[src/rtl/reg_ctrl_pkg.sv]
// Shared types for the display-register write path: write sources, arbiter states
// and the fixed-priority pick used by the arbiter.
package reg_ctrl_pkg;

    localparam int unsigned DATA_W = 16;

    typedef enum logic [1:0] {
        SRC_NONE = 2'd0,
        SRC_CLR  = 2'd1,
        SRC_LOAD = 2'd2,
        SRC_AUTO = 2'd3
    } src_e;

    typedef enum logic [1:0] {
        IDLE    = 2'd0,
        WRITE   = 2'd1,
        HOLDOFF = 2'd2
    } arb_state_e;

    // Fixed priority CLR > LOAD > AUTO; callers mask out sources that are not eligible.
    function automatic src_e pick_src(input logic clr, input logic load, input logic aut);
        if (clr)  return SRC_CLR;
        if (load) return SRC_LOAD;
        if (aut)  return SRC_AUTO;
        return SRC_NONE;
    endfunction

endpackage

[src/rtl/btn_sync_edge.sv]
// Brings a raw button into the clk_100 domain (2-FF synchronizer) and emits a
// one-cycle pulse on each synchronized rising edge.
module btn_sync_edge (
    input  logic clk_100,
    input  logic reset,
    input  logic btn_i,
    output logic pulse_o
);

    logic sync1_q;
    logic sync2_q;
    logic prev_q;

    // NOTE: sequential state uses non-blocking assignments so every flop samples pre-edge values.
    always_ff @(posedge clk_100 or posedge reset) begin
        if (reset) begin
            sync1_q <= 1'b0;
            sync2_q <= 1'b0;
            prev_q  <= 1'b0;
        end else begin
            sync1_q <= btn_i;
            sync2_q <= sync1_q;
            prev_q  <= sync2_q;
        end
    end

    assign pulse_o = sync2_q & ~prev_q;

endmodule

[src/rtl/reg_write_arbiter.sv]
// Write scheduler for the 16-bit display register: arbitrates clear, load and
// periodic auto writes, with a hold-off window protecting manual writes.
module reg_write_arbiter
    import reg_ctrl_pkg::*;
#(
    parameter int unsigned HOLD_CYCLES = 200_000_000,
    parameter int unsigned CNT_W       = 8
) (
    input  logic              clk_100,
    input  logic              reset,
    input  logic              tick_i,
    input  logic              auto_en_i,
    input  logic              btn_clr_i,
    input  logic              btn_load_i,
    input  logic [DATA_W-1:0] sw_i,
    input  logic [DATA_W-1:0] rnd_i,
    output logic              we_o,
    output logic [DATA_W-1:0] wdata_o,
    output src_e              src_o,
    output logic              holdoff_o,
    output logic [CNT_W-1:0]  drop_cnt_o
);

    localparam int unsigned       HOLD_W    = (HOLD_CYCLES > 1) ? $clog2(HOLD_CYCLES) : 1;
    localparam logic [HOLD_W-1:0] HOLD_LOAD = HOLD_W'(HOLD_CYCLES - 1);

    arb_state_e        state_q, state_d;
    logic              pend_clr_q, pend_clr_d;
    logic              pend_load_q, pend_load_d;
    logic              pend_auto_q, pend_auto_d;
    logic [HOLD_W-1:0] hold_q, hold_d;
    logic [CNT_W-1:0]  drop_q, drop_d;
    logic              we_q, we_d;
    logic [DATA_W-1:0] wdata_q, wdata_d;
    src_e              src_q, src_d;

    logic clr_pulse;
    logic load_pulse;
    logic auto_req;
    src_e grant;

    btn_sync_edge u_clr_sync (
        .clk_100 (clk_100),
        .reset   (reset),
        .btn_i   (btn_clr_i),
        .pulse_o (clr_pulse)
    );

    btn_sync_edge u_load_sync (
        .clk_100 (clk_100),
        .reset   (reset),
        .btn_i   (btn_load_i),
        .pulse_o (load_pulse)
    );

    assign auto_req = tick_i & auto_en_i;

    // NOTE: every variable gets a default before the case so no path can infer a latch.
    always_comb begin
        state_d     = state_q;
        pend_clr_d  = pend_clr_q;
        pend_load_d = pend_load_q;
        pend_auto_d = pend_auto_q;
        hold_d      = hold_q;
        drop_d      = drop_q;
        we_d        = 1'b0;
        wdata_d     = wdata_q;
        src_d       = src_q;
        grant       = SRC_NONE;

        unique case (state_q)
            IDLE: grant = pick_src(pend_clr_q, pend_load_q, pend_auto_q);
            WRITE: begin
                state_d = (src_q == SRC_AUTO) ? IDLE : HOLDOFF;
                hold_d  = HOLD_LOAD;
            end
            HOLDOFF: begin
                grant = pick_src(pend_clr_q, pend_load_q, 1'b0);
                if (grant == SRC_NONE) begin
                    if (hold_q == '0) state_d = IDLE;
                    else              hold_d  = hold_q - 1'b1;
                end
            end
            default: state_d = IDLE;
        endcase

        if (grant != SRC_NONE) begin
            state_d = WRITE;
            we_d    = 1'b1;
            src_d   = grant;
            unique case (grant)
                SRC_CLR:  wdata_d = '0;
                SRC_LOAD: wdata_d = sw_i;
                default:  wdata_d = rnd_i;
            endcase
        end

        // A grant clears only its own flag; a fresh request in the same cycle re-arms it.
        pend_clr_d  = (pend_clr_q  & (grant != SRC_CLR))  | clr_pulse;
        pend_load_d = (pend_load_q & (grant != SRC_LOAD)) | load_pulse;
        pend_auto_d =  pend_auto_q & (grant != SRC_AUTO);

        if (auto_req) begin
            if (state_q == HOLDOFF) begin
                if (drop_q != '1) drop_d = drop_q + 1'b1;
            end else begin
                pend_auto_d = 1'b1;
            end
        end
    end

    always_ff @(posedge clk_100 or posedge reset) begin
        if (reset) begin
            state_q     <= IDLE;
            pend_clr_q  <= 1'b0;
            pend_load_q <= 1'b0;
            pend_auto_q <= 1'b0;
            hold_q      <= '0;
            drop_q      <= '0;
            we_q        <= 1'b0;
            wdata_q     <= '0;
            src_q       <= SRC_NONE;
        end else begin
            state_q     <= state_d;
            pend_clr_q  <= pend_clr_d;
            pend_load_q <= pend_load_d;
            pend_auto_q <= pend_auto_d;
            hold_q      <= hold_d;
            drop_q      <= drop_d;
            we_q        <= we_d;
            wdata_q     <= wdata_d;
            src_q       <= src_d;
        end
    end

    assign we_o       = we_q;
    assign wdata_o    = wdata_q;
    assign src_o      = src_q;
    assign holdoff_o  = (state_q == HOLDOFF);
    assign drop_cnt_o = drop_q;

endmodule

[config.mk]
export PLATFORM = sky130hd
export DESIGN_NAME = reg_write_arbiter
export DESIGN_NICKNAME = d
export VERILOG_FILES = /design/src/rtl/reg_ctrl_pkg.sv /design/src/rtl/btn_sync_edge.sv /design/src/rtl/reg_write_arbiter.sv
export SDC_FILE = /design/constraint.sdc
export NUM_CORES = 1
export LEC_CHECK = 0
export ABC_AREA = 1
export CORE_UTILIZATION = 57
export DETAILED_ROUTE_END_ITERATION = 16
export HOLD_SLACK_MARGIN = 0.15
export PLACE_DENSITY_LB_ADDON = 0.12
export SLEW_MARGIN = 25
export SYNTH_ARGS = -nofsm -noshare
export SYNTH_HDL_FRONTEND = slang
export SYNTH_SLANG_ARGS = --single-unit
[constraint.sdc]
create_clock -name clk_100 -period 3.65 [get_ports clk_100]
set_input_delay 0.5475 -clock clk_100 [delete_from_list [all_inputs] [get_ports clk_100]]
set_output_delay 0.5475 -clock clk_100 [all_outputs]
set_load 0.1 [all_outputs]
# Word level (Yosys, flattened, before mapping)
# Cells that the tools add are included.
[word_totals] regBits=66 in_bits=38 output_inout_bits=28 word_cells=83
[classes] addsub=2 eq_ne=14 n_mux=34 bitwise_logic=10 n_reduce_logical=8
[ops] op="2-to-1 mux 28 bit" n=2
[ops] op="one-hot mux 28 bit (2 select lines)" n=1
[ops] op="one-hot mux 16 bit (2 select lines)" n=1
[ops] op="zero test 28 bit" n=1
[ops] op="subtractor 28 x 1 -> 28 bit (second input constant)" n=1
[ops] op="2-to-1 mux 2 bit" n=13
[ops] op="2-to-1 mux 1 bit" n=15
[ops] op="AND reduction 3 bit" n=3
[ops] op="adder 8 x 1 -> 8 bit (second input constant)" n=1
[ops] op="!= test 2 bit (second input constant)" n=4
[ops] op="!= test 8 bit (second input constant)" n=1
[ops] op="AND 1 bit" n=6
[ops] op="== test 2 bit (second input constant)" n=3
[ops] op="!= test 3 x 1 -> 1 bit (second input constant)" n=2
[ops] op="one-hot mux 2 bit (3 select lines)" n=1
[ops] op="== test 2 x 1 -> 1 bit (second input constant)" n=2
[ops] op="zero test 2 bit" n=2
[ops] op="!= test 2 x 1 -> 1 bit (second input constant)" n=2
[ops] op="one-hot mux 2 bit (2 select lines)" n=1
[ops] op="nonzero test 2 bit" n=2
[ops] op="NOT 1 bit" n=2
[ops] op="OR 1 bit" n=2

# Logic depth before layout (Yosys ltp)
# Gate-level depths: netlist of the first run.
[logic_depth] depth_word=15 depth_mapped=13

# Cells and area by module
# From an unflattened synthesis of the first run, not the netlist that was laid out.
[unflattened] cells_unflattened=535 hier_area_um2=3907.5
[modules_own_cells] module="reg_write_arbiter" instances=1 cells_per_inst=523 area_per_inst_um2=3729.8
[modules_own_cells] module="btn_sync_edge" instances=2 cells_per_inst=6 area_per_inst_um2=88.8

# Worst setup path before layout of the first run
# No wires, ideal clock.
[synth_path] path_kind="register -> register" from="register state_q[0]" to="register wdata_q[15], in the netlist wdata_o[15]" setup_ns=0.068 arrival_ns=2.826 required_ns=3.582 slack_ns=0.756 stages_incl_launch_ff=13 n_path_buf=2 synth_period_minus_slack_ns=2.894 path_cell_list="dfrtp_1 -> inv_1 -> ha_1 -> buf_2 -> nor2_1 -> o22ai_1 -> inv_1 -> ha_1 -> clkbuf_1 -> nand3_1 -> o21ai_0 -> nand2_1 -> nand2_1"
[synth_between] elab_chain_len=4 word_cells_on_any_way=7 cone_classes="eq/ne (3); mux (2); reduce/logical (2)"
[synth_lines] item="start, declared" line="reg_write_arbiter.sv:27" rtl="arb_state_e state_q, state_d;"
[synth_lines] item="start signal, assigned" line="reg_write_arbiter.sv:124" rtl="state_q <= state_d;"
[synth_lines] item="== test 2 bit (*)"
[synth_lines] item="via holdoff_o" line="reg_write_arbiter.sv:20" rtl="output logic holdoff_o,"
[synth_lines] item="one-hot mux 2 bit (2 select lines) (*)" line="reg_write_arbiter.sv:71" rtl="unique case (state_q)"
[synth_lines] item="via grant[0]" line="reg_write_arbiter.sv:40" rtl="src_e grant;"
[synth_lines] item="== test 2 bit or == test 2 x 1 -> 1 bit (tied branches)" line="reg_write_arbiter.sv:91" rtl="unique case (grant)"
[synth_lines] item="one-hot mux 16 bit (2 select lines)" line="reg_write_arbiter.sv:91"
[synth_lines] item="end signal, assigned" line="reg_write_arbiter.sv:131" rtl="wdata_q <= wdata_d;"
[synth_lines] item="end, declared" line="reg_write_arbiter.sv:34" rtl="logic [DATA_W-1:0] wdata_q, wdata_d;"
# The timed path passes the listed nets; every way through them passes the cells marked *.
# A chain may end at the register's enable or synchronous reset.

# Worst setup path in the final report of the first run
[layout_path] from="register state_q[0]" to="register wdata_q[11], in the netlist wdata_o[11]"
[layout_between] elab_chain_len=4 word_cells_on_any_way=7 cone_classes="eq/ne (3); mux (2); reduce/logical (2)"
[layout_lines] item="== test 2 bit or zero test 2 bit (tied branches)" line="reg_write_arbiter.sv:71"
[layout_lines] item="one-hot mux 2 bit (2 select lines) (*)" line="reg_write_arbiter.sv:71"
[layout_lines] item="via grant[0]" line="reg_write_arbiter.sv:40"
[layout_lines] item="== test 2 bit or == test 2 x 1 -> 1 bit (tied branches)" line="reg_write_arbiter.sv:91"
[layout_lines] item="one-hot mux 16 bit (2 select lines)" line="reg_write_arbiter.sv:91"
# Marks and branches as above.

==> qor.yml, run 1 <==
outcome: "complete, no violations"
cp.depth: 9
gp_congestion: 0.898
drtIter0Drc: 193
ys_ff_latch: 66
fill_cells: 493
cts_buffer_depth: 2
cts_setup_buffers: 0
final_common_cell: "nand2_1"
hpwl_um: 6490
drv_slew: 0
max_cap_violations: 0
dieWidth_um: 83.1
diodes: 0
r2r_setup_slack_ns: 1.10
leakage_nw: 2.29
crit_slowest_cell: "ha_1"
nets: 637
cp-start-kind: "register"
antenna_left: 0
crit_type: "reg2reg"
avgSynthCellArea_um2: 7.16
syn-num-nets: 572
grt_max_degree: 43
stdcell_area_um2: 4720
dpl_cell_area_um2: 4450
regArea_um2: 1650
drc: 0
critPathCapture: "wdata_o[11]$_DFFE_PP0N_"
synth_area_leaders: "dfrtp_1, nand2_1, nor2_1"
r2r_end: "wdata_o[11]$_DFFE_PP0N_"
viasPerCell: 5.29
fin_crit_ns: 2.55
ys.flop_type: "dfrtp_1"
antenna_found_initial: 0
synth_top_area_cell: "dfrtp_1"
rows: 29
ys_seq_area_frac: 0.440
cts_tree: "yes"
tightest_slew_ns: 1.01
synthCells: 524
fin_crit_sh: 0.699
clk_latency_ns: 0.34
wl_per_cell_um: 13.5
hold_viol: 0
design.core.area_um2: 6350
path_cells: "inv_1, ha_1, nand2_1, o22ai_1, inv_1, ha_1, o21ai_0, nand2_1, nand2_1"
r2r_start: "state_q[0]$_DFFE_PP0P_"
multi_input_area_um2: 1800
layout_common_cells: "nand2_1, dfrtp_1, nor2_1"
grt_pass1_vias: 3554
initial_core_util: 0.591
critPathBufInv: 2
drive_gt1_frac: 0.0522
fin_skew_ns: 0.00847
clkSinkCount: 66
grt_use_total: 0.281
finalCoreUtilization: 0.743
die_h_um: 83.1
async_flop_share: 1.00
tns_ns: 0
ios: 66
worstSetupStartpoint: "state_q[0]$_DFFE_PP0P_"
crit_top_cell: "nand2_1"
path_clk_slew_ns: 0.07
grt_pass1_wl_um: 15600
ctsHoldBuffers: 0
r2r_cells: 9
ys_warn_count: 0
rsz0062_at_grt: "no"
setup_violations: 0
cts_root_buf: "clkbuf_8"
port_buffers: 65
htree_num_levels: 3
slew_headroom: 0.327
max_stage_delay_ns: 0.85
end_kind: "register"
arrival_ns: 2.78
crit_fanout: 32
cp.required_ns: 3.88
synth_top_area_frac: 0.440
hp-class: "reg2reg"
area_growth_pct: 25.7
routed_wl_um: 9030
via_count: 3547
synth_edf_count: 0
fmax_mhz: 392
dr.pass1.iters: 5
cts_resized: 0
synth.distinct_cells: 26
hold_ws_ns: 0.350
whs_path_depth: 0
power_density_nw_per_um2: 973
grt-ovfl-total: 0
die_area_um2: 6910
ir_drop_uv: 776
syn_area_um2: 3750
critPathTopFamily: "adder cells"
cts-buffers-inserted: 9
-- worst register-to-register path, delay by kind of cell, from the launching register on --
family | cells | cell delay, ns
DFF | 1 | 0.38
buffers and inverters | 2 | 0.25
and+or+nand+nor | 3 | 0.26
AOI/OAI and AO/OA | 2 | 0.51
adders and majority gates | 2 | 1.05
-- how the worst min path moves through the flow --
stage                             startpoint                       endpoint
6_report       u_load_sync.sync1_q$_DFF_PP0_  u_load_sync.sync2_q$_DFF_PP0_
5_1_grt        u_load_sync.sync1_q$_DFF_PP0_  u_load_sync.sync2_q$_DFF_PP0_
4_1_cts        u_load_sync.sync1_q$_DFF_PP0_  u_load_sync.sync2_q$_DFF_PP0_
3_5_place_dp   u_load_sync.sync1_q$_DFF_PP0_  u_load_sync.sync2_q$_DFF_PP0_
3_3_place_gp   u_load_sync.sync1_q$_DFF_PP0_  u_load_sync.sync2_q$_DFF_PP0_
2_1_floorplan   u_clr_sync.sync1_q$_DFF_PP0_   u_clr_sync.sync2_q$_DFF_PP0_
-- cells by family (layout without fill, tap and decap cells) --
family	after synthesis	count (layout)	share of synthesized area
fa+ha+maj	10	10	0.0333
simple gates	312	312	0.345
buf+inv	73	143	0.0794
xor+xnor	17	17	0.0397
flops	66	66	0.440
compound gates	46	46	0.0627
-- metrics by stage --
step / total power (W) / worst slack [ns] / std cells
after floorplan: 0.00321 / 0.756 / 524
after global placement: 0.00367 / 1.32 / 655
after detailed placement: 0.00376 / 1.15 / 655
after CTS: 0.00461 / 1.13 / 671
after global routing: 0.00493 / 0.801 / 671
final: 0.00459 / 1.10 / 671
-- sequential cells by signal, summed over array words and instances (netlist names) --
register / count
src_o: 2
we_o: 1
wdata_o: 16
u_clr_sync.prev_q: 1
pend_auto_q: 1
u_load_sync.sync1_q: 1
u_clr_sync.sync1_q: 1
u_load_sync.prev_q: 1
u_clr_sync.sync2_q: 1
drop_cnt_o: 8
state_q: 2
hold_q: 28
u_load_sync.sync2_q: 1
pend_clr_q: 1
pend_load_q: 1
-- power by group --
group | internal, W | leakage, nW | total, W | switching, W
clock | 0.000541 | 0.134 | 0.000822 | 0.000281
combinational | 0.000654 | 1.36 | 0.00255 | 0.00190
sequential | 0.000997 | 0.806 | 0.00122 | 0.000221
total | 0.00219 | 2.29 | 0.00459 | 0.00240
-- area by class of cell --
class	instances	share of cell area
clock buffers	11	0.0300
well taps	77	0.0204
clock inverters	5	0.0265
inverters	57	0.0454
multi-input cells	385	0.382
repair buffers	70	0.145
flip-flops and latches	66	0.350
-- synth_stat cells, types with 3 or more instances --
cell type and instances:
nand2_1 181, dfrtp_1 66, nor2_1 65, inv_1 53
nand3_1 44, o21ai_0 40, xor2_1 13, ha_1 10
clkbuf_1 9, nand4_1 6, nor3_1 5, buf_4 4
nor2_2 4, o22ai_1 4, xnor2_1 4, nand3b_1 3
-- per-layer routing --
| metal | global-route usage | up-vias | part of all wire |
|---|---|---|---|
| li1 | - | 1763 | - |
| met1 | 0.328 | 1662 | 0.43 |
| met2 | 0.493 | 104 | 0.50 |
| met3 | 0.0785 | 18 | 0.054 |
| met4 | 0.103 | 0 | 0.016 |
| met5 | 0 | - | 0 |
Note: power is estimated with default switching activity, not from simulation.
==> run 2, diff against run 1 <==
--- a/config.mk
+++ b/config.mk
@@ -6,7 +6,7 @@
 export NUM_CORES = 1
 export LEC_CHECK = 0
 export ABC_AREA = 1
-export CORE_UTILIZATION = 57
+export CORE_UTILIZATION = 53
 export DETAILED_ROUTE_END_ITERATION = 16
 export HOLD_SLACK_MARGIN = 0.15
 export PLACE_DENSITY_LB_ADDON = 0.12
==> constraint.sdc (replaced) <==
create_clock -name clk_100 -period 2.57 [get_ports clk_100]
set_input_delay 0.3855 -clock clk_100 [delete_from_list [all_inputs] [get_ports clk_100]]
set_output_delay 0.3855 -clock clk_100 [all_outputs]
set_load 0.1 [all_outputs]
==> qor.yml, run 2 (synthesized netlist as in run 1, its figures left out) <==
ctsHoldBuffers: 0  # unchanged
path_cells: "inv_1, ha_4, nor2_1, nor2_1, inv_1, ha_1, buf_4, nand3_1, o21ai_0, nand2_1, nand2_1"
tns_ns: 0  # unchanged
cts-buffers-inserted: 9  # unchanged
drc: 0  # unchanged
fin_crit_ns: 2.34  # -0.212 ns
power_density_nw_per_um2: 1350  # +39%
setup_violations: 0  # unchanged
wl_per_cell_um: 12.4  # -8.0%
design.core.area_um2: 6830  # +7.6%
fill_cells: 592  # +20%
end_kind: "register"
leakage_nw: 2.33  # +1.5%
wl_met2_um: 4290  # -5.1%
hp-class: "reg2reg"
ios: 66  # unchanged
max_cap_violations: 0  # unchanged
setup_slack_ns: 0.233  # -0.868 ns
clk_latency_ns: 0.34  # about the same
met1Wirelength_um: 3780  # -2.2%
die_h_um: 86.1  # +3.6%
htree_num_levels: 3  # unchanged
grt_pass1_wl_um: 15100  # -3.5%
nets: 640  # +0.47%
tightest_slew_ns: 0.593  # -0.414 ns
drtIter0Drc: 181  # -6.2%
fmax_mhz: 428  # +9.1%
multi_input_area_um2: 1820  # +0.69%
outcome: "complete, no violations"
via_count: 3455  # -2.6%
dr.pass1.iters: 6  # +1
port_buffers: 65  # unchanged
crit_type: "reg2reg"
grt_max_degree: 33  # -23%
crit_slowest_cell: "dfrtp_1"
drv_slew: 0  # unchanged
clkSinkCount: 66  # unchanged
cp.required_ns: 2.84  # -1.04 ns
grt_pass1_vias: 3371  # -5.1%
fin_skew_ns: 0.0105  # +0.00206 ns
critPathTopFamily: "simple AND/OR/NAND/NOR gates"
cp-start-kind: "register"
antenna_found_initial: 0  # unchanged
arrival_ns: 2.61  # -0.17 ns
max_stage_delay_ns: 0.38  # -0.47 ns
final-instance-count-excl-fill: 693  # +3.3%
initial_core_util: 0.549  # -0.0417
largest_reg_flops: 28  # unchanged
fin_crit_sh: 0.909  # +0.211
cts_resized: 0  # unchanged
dp_cells: 677  # +3.4%
diodes: 0  # unchanged
cts_root_buf: "clkbuf_8"
slew_headroom: 0.605  # +0.278
preCtsSetupSlack_ns: 0.253  # -0.902 ns
final_common_cell: "nand2_1"
path_clk_slew_ns: 0.08  # about the same
rows: 30  # +3.4%
regArea_um2: 1650  # unchanged
rsz0062_at_grt: "no"
grt-ovfl-total: 0  # unchanged
die_area_um2: 7420  # +7.4%
viasPerCell: 4.99  # -5.7%
highest_layer: "met4"
finalPower_w: 0.00632  # +38%
layout_common_cells: "nand2_1, dfrtp_1, nor2_1"
routed_wl_um: 8580  # -5.0%
grt_use_total: 0.259  # -0.0228
hold_viol: 0  # unchanged
hpwl_um: 6340  # -2.2%
cts_tree: "yes"
wl_met3_um: 331  # -33%
cts_buffer_depth: 2  # unchanged
critPathBufInv: 3  # +1
cts_setup_buffers: 0  # unchanged
area_growth_pct: 24.7
gp_congestion: 0.930  # +3.5%
drive_gt1_frac: 0.106  # +0.0533
crit_fanout: 32  # unchanged
ir_drop_uv: 883  # +14%
antenna_left: 0  # unchanged
top_register: "hold_q"
dieWidth_um: 86.1  # +3.6%
==> run 2: per-stage QoR <==
stage | hold WS (ns) | cell area (µm²) | utilization
floorplan | 0.331 | 3760 | -
global placement | 0.332 | 4450 | 0.652
detailed placement | 0.335 | 4450 | 0.652
CTS | 0.354 | 4680 | 0.685
global route | 0.372 | 4680 | 0.685
finish | 0.352 | 4680 | 0.685
==> run 2: routing by layer <==
layer  global-route usage  up-vias
li1                     -     1773
met1                0.314     1587
met2                0.444       81
met3               0.0616       14
met4                0.102        0
met5                    0        -
==> run 2: final cells by class <==
class / instances / share of cell area
tap: 96 / 0.0257
inverter: 57 / 0.0457
sequential: 66 / 0.353
timing repair buffer: 73 / 0.140
clock inverter: 7 / 0.0219
multi-input combinational: 385 / 0.388
clock buffer: 9 / 0.0265
==> run 2: power breakdown <==
group          internal (W)  switching (W)  total [W]
combinational      0.000939        0.00266    0.00360
sequential          0.00142       0.000314    0.00173
clock              0.000554       0.000433   0.000988
==> run 2: worst reg2reg max path, stage by stage (launching register included) <==
cell and delay (ns):
dfrtp_1 0.38, inv_1 0.15, ha_4 0.30, nor2_1 0.10
nor2_1 0.24, inv_1 0.12, ha_1 0.28, buf_4 0.27
nand3_1 0.13, o21ai_0 0.15, nand2_1 0.10, nand2_1 0.07
==> run 2: final timing paths <==
check	from	to	slack [ns]	cells past startpoint
worst max-delay path	state_q[0]$_DFFE_PP0P_	wdata_o[12]$_DFFE_PP0N_	0.23	11
worst min-delay path	u_load_sync.sync1_q$_DFF_PP0_	u_load_sync.sync2_q$_DFF_PP0_	0.35	0
worst max register to register	state_q[0]$_DFFE_PP0P_	wdata_o[12]$_DFFE_PP0N_	0.23	11
worst min register to register	u_load_sync.sync1_q$_DFF_PP0_	u_load_sync.sync2_q$_DFF_PP0_	0.35	0
max in group asynchronous	reset	hold_q[8]$_DFFE_PP0P_	1.53	3
min in group asynchronous	reset	u_load_sync.prev_q$_DFF_PP0_	0.40	2
